<file path="config.mk">
export PLATFORM = sky130hd
export DESIGN_NAME = uart_rx_core
export DESIGN_NICKNAME = d
export VERILOG_FILES = /design/src/rtl/uart_rx_core.sv
export SDC_FILE = /design/constraint.sdc
export NUM_CORES = 1
export LEC_CHECK = 0
export CAP_MARGIN = 20
export CORE_MARGIN = 1
export CORE_UTILIZATION = 55
export CTS_BUF_LIST = sky130_fd_sc_hd__clkbuf_4 sky130_fd_sc_hd__clkbuf_8
export CTS_CLUSTER_DIAMETER = 60
export DETAILED_ROUTE_END_ITERATION = 10
export MAX_ROUTING_LAYER = met4
export PLACE_DENSITY_LB_ADDON = 0.15
export SLEW_MARGIN = 0
export SYNTH_ARGS = -nofsm -noshare
export SYNTH_HDL_FRONTEND = slang
export SYNTH_SLANG_ARGS = --single-unit
</file>
<file path="constraint.sdc">
create_clock -name clk -period 2.2 [get_ports clk]
set_clock_uncertainty 0.2 [all_clocks]
set_input_delay 0.33 -clock clk [delete_from_list [all_inputs] [get_ports clk]]
set_output_delay 0.33 -clock clk [all_outputs]
set_load 0.02 [all_outputs]
</file>
<file path="src/rtl/uart_rx_core.sv">
// uart_rx_core: UART receive engine driven by a 16x baud tick.
// Synchronizes rxd, validates the start bit, majority-votes each bit from
// samples at ticks 7/8/9, checks parity and stop, detects breaks, and
// reports each character with a one-clk rx_valid pulse.
// Ports:
//   clk, rst_n          clock, asynchronous active-low reset
//   tick_16x            one-clk strobe at 16x baud; all bit timing advances on it
//   rxd                 asynchronous serial input, idle high
//   cfg_data_bits       character length 00=5 .. 11=8
//   cfg_parity_en       parity bit follows data bits
//   cfg_parity_odd      odd (1) / even (0) parity
//   rx_data             received character, LSB-aligned, upper bits 0
//   rx_valid            one-clk pulse qualifying rx_data and flags
//   parity_err          parity mismatch
//   frame_err           stop bit sampled 0
//   break_det           all-zero character with zero stop bit
//   rx_busy             FSM is not in IDLE
module uart_rx_core #(
    parameter int SYNC_STAGES = 2
) (
    input  logic       clk,
    input  logic       rst_n,
    input  logic       tick_16x,
    input  logic       rxd,
    input  logic [1:0] cfg_data_bits,
    input  logic       cfg_parity_en,
    input  logic       cfg_parity_odd,
    output logic [7:0] rx_data,
    output logic       rx_valid,
    output logic       parity_err,
    output logic       frame_err,
    output logic       break_det,
    output logic       rx_busy
);
    typedef enum logic [2:0] {IDLE, START, DATA, PARITY, STOP, WAIT_IDLE} state_t;

    state_t                 r_state;
    state_t                 w_next;
    logic [SYNC_STAGES-1:0] r_sync;
    logic [3:0]             r_cnt;
    logic                   r_s7;
    logic                   r_s8;
    logic [2:0]             r_idx;
    logic [7:0]             r_shift;
    logic                   r_par_bit;
    logic                   r_par_err;
    logic                   w_rxs;
    logic                   w_maj;
    logic                   w_decide;
    logic                   w_end;
    logic                   w_last;
    logic                   w_done;
    logic                   w_par_exp;

    assign w_rxs   = r_sync[SYNC_STAGES-1];
    assign rx_busy = r_state != IDLE;

    always_ff @(posedge clk or negedge rst_n)
        if (!rst_n) r_sync <= '1;
        else        r_sync <= {r_sync[SYNC_STAGES-2:0], rxd};

    always_ff @(posedge clk or negedge rst_n)
        if (!rst_n) r_state <= IDLE;
        else        r_state <= w_next;

    always_comb begin
        w_next = r_state;
        case (r_state)
            IDLE:      w_next = (tick_16x && !w_rxs) ? START : IDLE;
            START:     w_next = (w_decide && w_maj) ? IDLE : w_end ? DATA : START;
            DATA:      w_next = (w_end && w_last) ? (cfg_parity_en ? PARITY : STOP) : DATA;
            PARITY:    w_next = w_end ? STOP : PARITY;
            STOP:      w_next = w_decide ? (w_maj ? IDLE : WAIT_IDLE) : STOP;
            WAIT_IDLE: w_next = (tick_16x && w_rxs) ? IDLE : WAIT_IDLE;
            default:   w_next = IDLE;
        endcase
    end

    // Bit value uses the live cnt=9 sample alongside the two captured ones.
    always_comb begin
        w_decide  = tick_16x && r_cnt == 4'd9;
        w_end     = tick_16x && r_cnt == 4'd15;
        w_maj     = (r_s7 & r_s8) | (r_s7 & w_rxs) | (r_s8 & w_rxs);
        w_last    = r_idx == {1'b1, cfg_data_bits};
        w_done    = r_state == STOP && w_decide;
        w_par_exp = ^r_shift ^ cfg_parity_odd;
    end

    always_ff @(posedge clk or negedge rst_n)
        if (!rst_n) begin
            r_cnt     <= '0;
            r_s7      <= 1'b1;
            r_s8      <= 1'b1;
            r_idx     <= '0;
            r_shift   <= '0;
            r_par_bit <= 1'b0;
            r_par_err <= 1'b0;
        end else begin
            // Counter restarts whenever the FSM leaves the bit states.
            if (tick_16x)
                r_cnt <= (r_state == IDLE || w_next == IDLE || w_next == WAIT_IDLE) ? 4'd0 : r_cnt + 4'd1;
            if (tick_16x && r_cnt == 4'd7) r_s7 <= w_rxs;
            if (tick_16x && r_cnt == 4'd8) r_s8 <= w_rxs;
            if (r_state == IDLE) begin
                r_idx     <= '0;
                r_shift   <= '0;
                r_par_bit <= 1'b0;
                r_par_err <= 1'b0;
            end
            if (r_state == DATA && w_decide) r_shift[r_idx] <= w_maj;
            if (r_state == DATA && w_end)    r_idx <= r_idx + 3'd1;
            if (r_state == PARITY && w_decide) begin
                r_par_bit <= w_maj;
                r_par_err <= w_maj != w_par_exp;
            end
        end

    always_ff @(posedge clk or negedge rst_n)
        if (!rst_n) begin
            rx_valid   <= 1'b0;
            rx_data    <= '0;
            parity_err <= 1'b0;
            frame_err  <= 1'b0;
            break_det  <= 1'b0;
        end else begin
            rx_valid <= w_done;
            if (w_done) begin
                rx_data    <= r_shift;
                parity_err <= r_par_err;
                frame_err  <= !w_maj;
                break_det  <= !w_maj && r_shift == 8'd0 && !r_par_bit;
            end
        end
endmodule

</file>
; Word-level counts from Yosys, hierarchy flattened
; Cells that the tools add are included.
; Widths: inputs -> output; s select.
[classes]
mul = 0
eq_ne = 12
muxes = 21
shifts = 0
bitwise_logic = 6
order_cmp = 2
reduce_logical = 27
addsub = 2
div = 0
[ops]
columns = cell, count
row1 = $mux 3, 8
row2 = $pmux 3 s6, 1
row3 = $mux 8, 2
row4 = $logic_and 1x1->1, 15
row5 = $eq 4x4->1 const B, 3
row6 = $eq 3x3->1 const B, 3
row7 = $bwmux 8, 1
row8 = $logic_not 8->1, 1
row9 = $reduce_xor 8->1, 1
row10 = $eq 3x2->1 const B, 2
row11 = $logic_not 3->1, 2
row12 = $mux 1, 5
row13 = $add 4x1->4 const B, 1
row14 = $eq 4x3->1 const B, 1
row15 = $lt 3x4->1 const B, 1
row16 = $mux 2, 2
row17 = $mux 4, 1
row18 = $reduce_bool 2->1, 2
row19 = $add 3x1->3 const B, 1
row20 = $and 1x1->1, 3
row21 = $demux 1 s3, 1
row22 = $eq 3x1->1 const B, 1
row23 = $eq 3x3->1, 1
row24 = $ge 3x1->1 const B, 1
row25 = 6 further kinds, 10
[totals]
output_inout_bits = 13
mem_bits_rw = 0
romBits = 0
elab_cells = 84
n_memories = 0
input_bits = 8
reg_bits = 36
latchBits = 0

; Longest topological paths before layout
; Gate-level depths: netlist (run 1).
[depth]
ltp_word = 10
depth_mapped = 8
mapped_depth_nobuf = 7

; Worst setup path before layout (run 1)
; No wires, ideal clock.
[synth_path]
path_type = register to register
startpoint = register r_cnt[1]
endpoint = register r_cnt[2]
setup_ns = 0.124
required_time_ns = 1.876
synth_period_minus_slack_ns = 1.990
t_arrival_ns = 1.666
slack_ns = 0.210
path_stages_with_launch = 9
path_buffers = 1
path_cell_list = dfrtp_1 -> inv_1 -> ha_1 -> nand4b_2 -> or2_0 -> buf_2 -> o221ai_4 -> a31oi_1 -> a211o_1
[synth_via]
elab_chain_cells = 9
word_cells_on_any_way = 18
classes_between = add/sub (1) / eq/ne (3) / mux (7) / reduce/logical (7)
[synth_rtl]
columns = element, line
row1 = from (decl), 40  ; logic [3:0] r_cnt;
row2 = from (signal assigned), 101  ; r_cnt <= (r_state == IDLE || w_next == IDLE || w_next == WAIT_IDLE) ? 4'd0 : r_cnt + 4'd1;
row3 = $eq 4x4->1 (on tied branches), "82, 81"
row4 = $logic_and 1x1->1 (on tied branches), "82, 81"
row5 = $mux 2 (tied with other cells), 70  ; START: w_next = (w_decide && w_maj) ? IDLE : w_end ? DATA : START;
row6 = $mux 2 / $mux 3 (equally long branches), "70, 71"
row7 = $pmux 3 s6, 68  ; case (r_state)
row8 = $logic_not 3->1, 101
row9 = $logic_or 1x1->1 (2 in a row), 101
row10 = $mux 4 (*), 101
; Mark *: on every way between the ends. The rest lies on a longest branch, timed or not.
; A chain may end at the register's enable or synchronous reset.

; Final worst setup path (run 1)
[layout_path]
startpoint = register r_state[1]
endpoint = register r_cnt[2]
[layout_via]
elab_chain_cells = 6
word_cells_on_any_way = 12
classes_between = eq/ne (6) / mux (2) / reduce/logical (4)
[layout_rtl]
columns = element, line
row1 = from (decl), 37  ; state_t r_state;
row2 = from (signal assigned), 64  ; else r_state <= w_next;
row3 = $eq 3x3->1 (tied with other cells), 68
row4 = $pmux 3 s6, 68
row5 = $logic_not 3->1, 101
row6 = $logic_or 1x1->1, 101
row7 = $logic_or 1x1->1 (*), 101
row8 = $mux 4 (*), 101
; Marked as above.

==> results.md, run 1 <==
* DRT iter0 DRCs at 103
* WL per Instance at 15.5 µm
* HPWL Detailed at 3.35 mm
* Pre-CTS setup slack at -0.255 ns
* Global Route Usage Sum at 0.255
* Synthesis warning total at 0
* Synthesized area per cell at 9.92 µm²
* Antenna Nets Post-Route at 0
* Mapped Cells at 204
* I/O Buffers at 20
* N_diodes at 0
* Critical path fanouts, max at 7
* Synth Flop Type: dfrtp_1
* Hold_sp: r_sync[0]
* Top Layer Used: met4
* Chip Height at 62.7 µm
* Final Hold Viols at 0
* Largest net degree at the start of global routing at 37
* Highest clock rate at 0.446 GHz
* FF-to-FF Start: r_state[1]
* CP max stage cell: dfrtp_2
* # hold bufs at CTS at 0
* Commonest cells post-synth: 32 x dfrtp_1, 31 x nand2_1, 17 x inv_1
* MaxCap Viol Count at 0
* # clock sinks at 36
* Post-synthesis cell type count at 55
* Status: complete, but fails checks
* Core area at 3440 µm²
* DRC at 0
* Die area at 3930 µm²
* Post-Syn Area at 2020 µm²
* Register area share after synthesis at 0.447
* Yosys top cell area share at 0.396
* Global-route wire length before repair at 7.67 mm
* Total grt overflow at 0
* Vias at 1,691
* Worst VDD drop at 0.000717 V
* Worst skew pair latency at 0.28 ns
* Met3 WL at 141 µm
* Failing checks: setup timing
* Clk root buf: clkbuf_8
* Syn_nets at 220
* Count leader, synth: dfrtp_1
* Total routed wirelength at 4.52 mm
* P per Cell Area at 823 nW/µm²
* Final nets at 260
* Met2 routed WL at 2.45 mm
* Critical path origin: r_state[1]
* Fin crit period at 2.24 ns
* CTS tree: yes
* Vias in the first global route at 1,782
* Area added between synthesis and finish at 28.4%
* Final Cycle Share at 1.02
* RSZ-0062 raised after global routing: true
* Share of layout cells above drive strength 1 at 0.265
* Crit path required time at 2.17 ns
* CP arrival at 2.21 ns
* Number of flops mapped to enable cells by yosys at 0
* FILL cells at 239
* Worst hold slack at 0.165 ns
* Post-synth ARST share at 1.00
* CP max stage delay at 0.45 ns
* IO Pins at 21
* Initial antenna violation count at 0
* Drt pass-1 iters at 4
* Die Width at 62.7 µm
* Placer Congestion at 0.993
* Seq cells post-synth at 36
* Startpoint types: flip-flop
* Slew Limit Fails at 0
* CTS max path bufs at 2
* PnR worst setup slack at -0.0421 ns
* Worst min-delay path class: flip-flop to flip-flop
* Yosys top cell by area: dfrtp_1
* Register area at 908 µm²
* Initial Utilization at 0.588
* Crit Path Class: flip-flop to flip-flop
* Area of the multi-input gates at 1090 µm²
* CP endpoint kind: flip-flop
* Crit path cell chain: buf_4 -> or3b_4 -> or2_4 -> o221ai_4 -> a311oi_2 -> a211o_1
* Least-Margin Pin Slew at 0.510 ns
* Top post-synthesis cells by area: dfrtp_1 40%, nand2_1 5.7%, dfstp_2 5.2%
* Leakage at 0.00116 µW
* Rows at 21
* Clock Pin Slew Worst Setup and Hold Paths at 0.08 ns
* CTS Buf Count at 5
* H-tree depth at 2
* Vias per cell at 5.81
* Post-Route M1 WL at 1.84 mm
* Rel. slew slack at 0.658
* Final setup violation count at 1
[area by class of cell]
class,instances,share of cell area
clock inverter,3,0.00722
clock buffer,5,0.0265
timing repair buffer,45,0.151
tap,46,0.0221
multi-input combinational,139,0.419
sequential,36,0.349
inverter,17,0.0245
[path summary, 6_finish.rpt]
path                              to  slack [ns]  cells past startpoint
setup / recovery            r_cnt[2]       -0.04                      6
hold / removal             r_sync[1]        0.17                      0
setup reg to reg            r_cnt[2]       -0.04                      6
hold reg to reg            r_sync[1]        0.17                      0
max in group asynchronous       r_s7        1.19                      2
min in group asynchronous   r_idx[2]        0.26                      2
[metal layers]
layer / vias to the layer above / GRT usage
met4: 0 / 0.128
met3: 11 / 0.0566
met2: 38 / 0.420
met5: - / -
met1: 838 / 0.294
li1: 804 / -
[worst max-delay path, delay by kind of cell (launching register included)]
kind            cells  cell delay (ns)
simple gates        2             0.65
flops               1             0.45
buf+inv             1             0.15
compound gates      3             0.68
[cells by family (layout without fill, tap and decap cells)]
logic type,count (synthesis),in the layout,synth area share
AND/OR/NAND/NOR,71,71,0.196
multiplexers,9,9,0.0464
adder cells (fa/ha/maj),9,9,0.0550
AO/OA/AOI/OAI,43,43,0.164
flip-flops,36,36,0.447
buffers and inverters,29,70,0.0612
XOR/XNOR,7,7,0.0303
[sequential cells by signal (all words and copies together) (netlist names), 2 cells and up]
name	count
r_shift	8
rx_data	8
r_state	3
r_idx	3
r_sync	2
r_cnt	4
[cell usage in the layout (no fill, tap or decap), types with 3 or more instances in the layout]
| cell type | n |
|---|---|
| nand2_1 | 30 |
| nand3b_1 | 4 |
| inv_1 | 16 |
| dfrtp_1 | 30 |
| o21ai_0 | 14 |
| clkbuf_8 | 5 |
| mux2_2 | 3 |
| a22o_1 | 5 |
| mux2i_1 | 6 |
| nand3_1 | 4 |
| ha_1 | 6 |
| nor2_1 | 6 |
| nand2b_1 | 4 |
| o22ai_1 | 3 |
| dfstp_2 | 4 |
| xnor2_1 | 5 |
| buf_4 | 24 |
| clkdlybuf4s50_1 | 18 |
[stage by stage]
stage	cells	power (µW)	instance area [µm²]	setup TNS, ns	utilization
2_1_floorplan	204	1340	2020	0	-
3_3_place_gp	280	1520	2390	-0.540	0.694
3_5_place_dp	280	1570	2390	-1.18	0.694
4_1_cts	288	2030	2470	0	0.719
5_1_grt	291	2270	2600	-0.0989	0.755
6_report	291	2140	2600	-0.0421	0.755
[where the power goes]
part           internal, µW  leakage [µW]  total, µW  switching, µW
Clock                   221     0.0000479        460            239
Sequential              760      0.000469        876            117
Combinational           379      0.000641        803            424
Total                  1360       0.00116       2140            780
[what timing repair did]
item	in CTS	in global routing
pin swaps	0	6
endpoints found under the setup margin	2	5
buffers inserted	0	3
gates resized for setup	2	23
Note: power is estimated with default switching activity, not from simulation.
==> inputs of run 2 (changes only) <==
Settings changed: CORE_UTILIZATION 55 to 45, SLEW_MARGIN 0 to 5.
==> results.md, run 2 (synthesis results as in run 1) <==
* P per Cell Area at 802 nW/µm²
* Register-to-Register Path Depth at 7
* Antenna Nets Post-Route at 0
* Chip Height at 69.1 µm
* Share of layout cells above drive strength 1 at 0.253
* I/O Buffers at 20
* Crit Path Class: flip-flop to flip-flop
* Global Route Usage Sum at 0.199
* FF-to-FF Start: r_cnt[1]
* Final Hold Viols at 0
* Die area at 4770 µm²
* Final Util at 0.589
* CP endpoint kind: flip-flop
* Total routed wirelength at 4.23 mm
* DRC at 0
* Global routing's busiest layer: met2
* Placer Congestion at 0.873
* Critical path fanouts, max at 3
* CTS max path bufs at 2
* N_diodes at 0
* R2r endpoint: r_cnt[2]
* GR Util met2 at 0.335
* Rows at 24
* Met3 Usage GRT at 0.0380
* Vias in the first global route at 1,614
* WL per Instance at 14.2 µm
* Final nets at 261
* Drt pass-1 iters at 4
* Status: completed
* Final setup violation count at 0
* Reg-to-reg slack, setup at 0.05 ns
* Post-Place Cell Area at 2410 µm²
* Worst VDD drop at 0.000405 V
* Vias at 1,619
* Die Width at 69.1 µm
* PnR worst setup slack at 0.0485 ns
* CP arrival at 2.12 ns
* Biggest regs: r_shift (8), rx_data (8), r_cnt (4)
* Area added between synthesis and finish at 25.9%
* Leakage at 0.00114 µW
* Cell area after layout at 2550 µm²
* Core area at 4320 µm²
* Initial antenna violation count at 0
* CP Capture Point: r_cnt[2]
* Global-route wire length before repair at 7.31 mm
* Rel. slew slack at 0.658
* # hold bufs at CTS at 0
* HPWL Detailed at 3.20 mm
* Crit path required time at 2.17 ns
* Least-Margin Pin Slew at 0.509 ns
* Total grt overflow at 0
* Critical path origin: r_cnt[1]
* Initial Utilization at 0.468
* Highest clock rate at 0.465 GHz
* Startpoint types: flip-flop
* Worst skew pair latency at 0.28 ns
* Largest net degree at the start of global routing at 37
* Slew Limit Fails at 0
* Most common cell after layout, fill and taps aside: dfrtp_1
* Commonest cells after routing, fill and taps aside: 31 x dfrtp_1, 30 x nand2_1, 26 x buf_4
* Clk root buf: clkbuf_8
* Total power at 2040 µW
* Final Cycle Share at 0.978
* Vias per cell at 5.45
* Pre-CTS setup slack at -0.268 ns
* DRT iter0 DRCs at 79
* Clock Pin Slew Worst Setup and Hold Paths at 0.07 ns
* H-tree depth at 2
* CTS Buf Count at 5
* Worst min-delay path class: flip-flop to flip-flop
* CTS tree: yes
* Worst hold slack at 0.157 ns
* GR Util met1 at 0.235
* Fin crit period at 2.15 ns
* # clock sinks at 36
* MaxCap Viol Count at 0
* IO Pins at 21
==> run 2: changes by cell type in the layout (fill, tap and decap cells not counted), sizes merged <==
cell / previous run / this run
buf: 25 / 26
clkbuf: 5 / 6
clkinv: 3 / 1
==> run 2: area by class of cell <==
| cell class | instances | area (µm²) |
|---|---|---|
| tap | 52 | 65.1 |
| clock inverter | 1 | 5.00 |
| multi-input combinational | 139 | 1030 |
| clock buffer | 6 | 76.3 |
| inverter | 17 | 63.8 |
| fill | 377 | 1780 |
| timing repair buffer | 46 | 397 |
| sequential | 36 | 907 |
==> run 2: worst max-delay path, cell delays in order, from the launching register on <==
cell and delay, ns:
dfrtp_1 0.40, inv_2 0.10, ha_4 0.14, and4b_2 0.27
nand2_2 0.08, a211oi_2 0.34, a31oi_2 0.19, a211o_1 0.32
==> run 2: worst min-delay path by stage <==
stage                 to  cells after the start      start
6_report       r_sync[1]                      0  r_sync[0]
5_1_grt        r_sync[1]                      0  r_sync[0]
4_1_cts        r_sync[1]                      0  r_sync[0]
3_5_place_dp   r_sync[1]                      0  r_sync[0]
3_3_place_gp   r_sync[1]                      0  r_sync[0]
2_1_floorplan  break_det                      0      rst_n
==> run 2: timing repair <==
action,CTS,global route
endpoints found under the setup margin,1,5
buffers inserted,0,2
gates resized for setup,1,13
pin swaps,0,3
==> run 2: per-layer routing <==
layer  up-vias  wire (µm)
met1       771       1850
li1        801          -
met4         0         56
met5         -          0
met2        41       2160
met3         6        157
==> run 2: power breakdown <==
group | internal, µW | switching [µW] | total (µW)
logic | 355 | 375 | 730
clock network | 228 | 223 | 451
registers | 759 | 105 | 865
==> run 2: per-stage QoR <==
stage,instances,TNS [ns]
finish,297,0
global route,297,-0.0103
CTS,295,0
detailed placement,288,-1.22
global placement,288,-0.512
floorplan,204,0
==> inputs of run 3 (changes only) <==
Settings changed: CORE_MARGIN 1 to unset.
==> results of run 3 <==
Same layout as run 2: the final DEF is identical, and so are final timing and power.
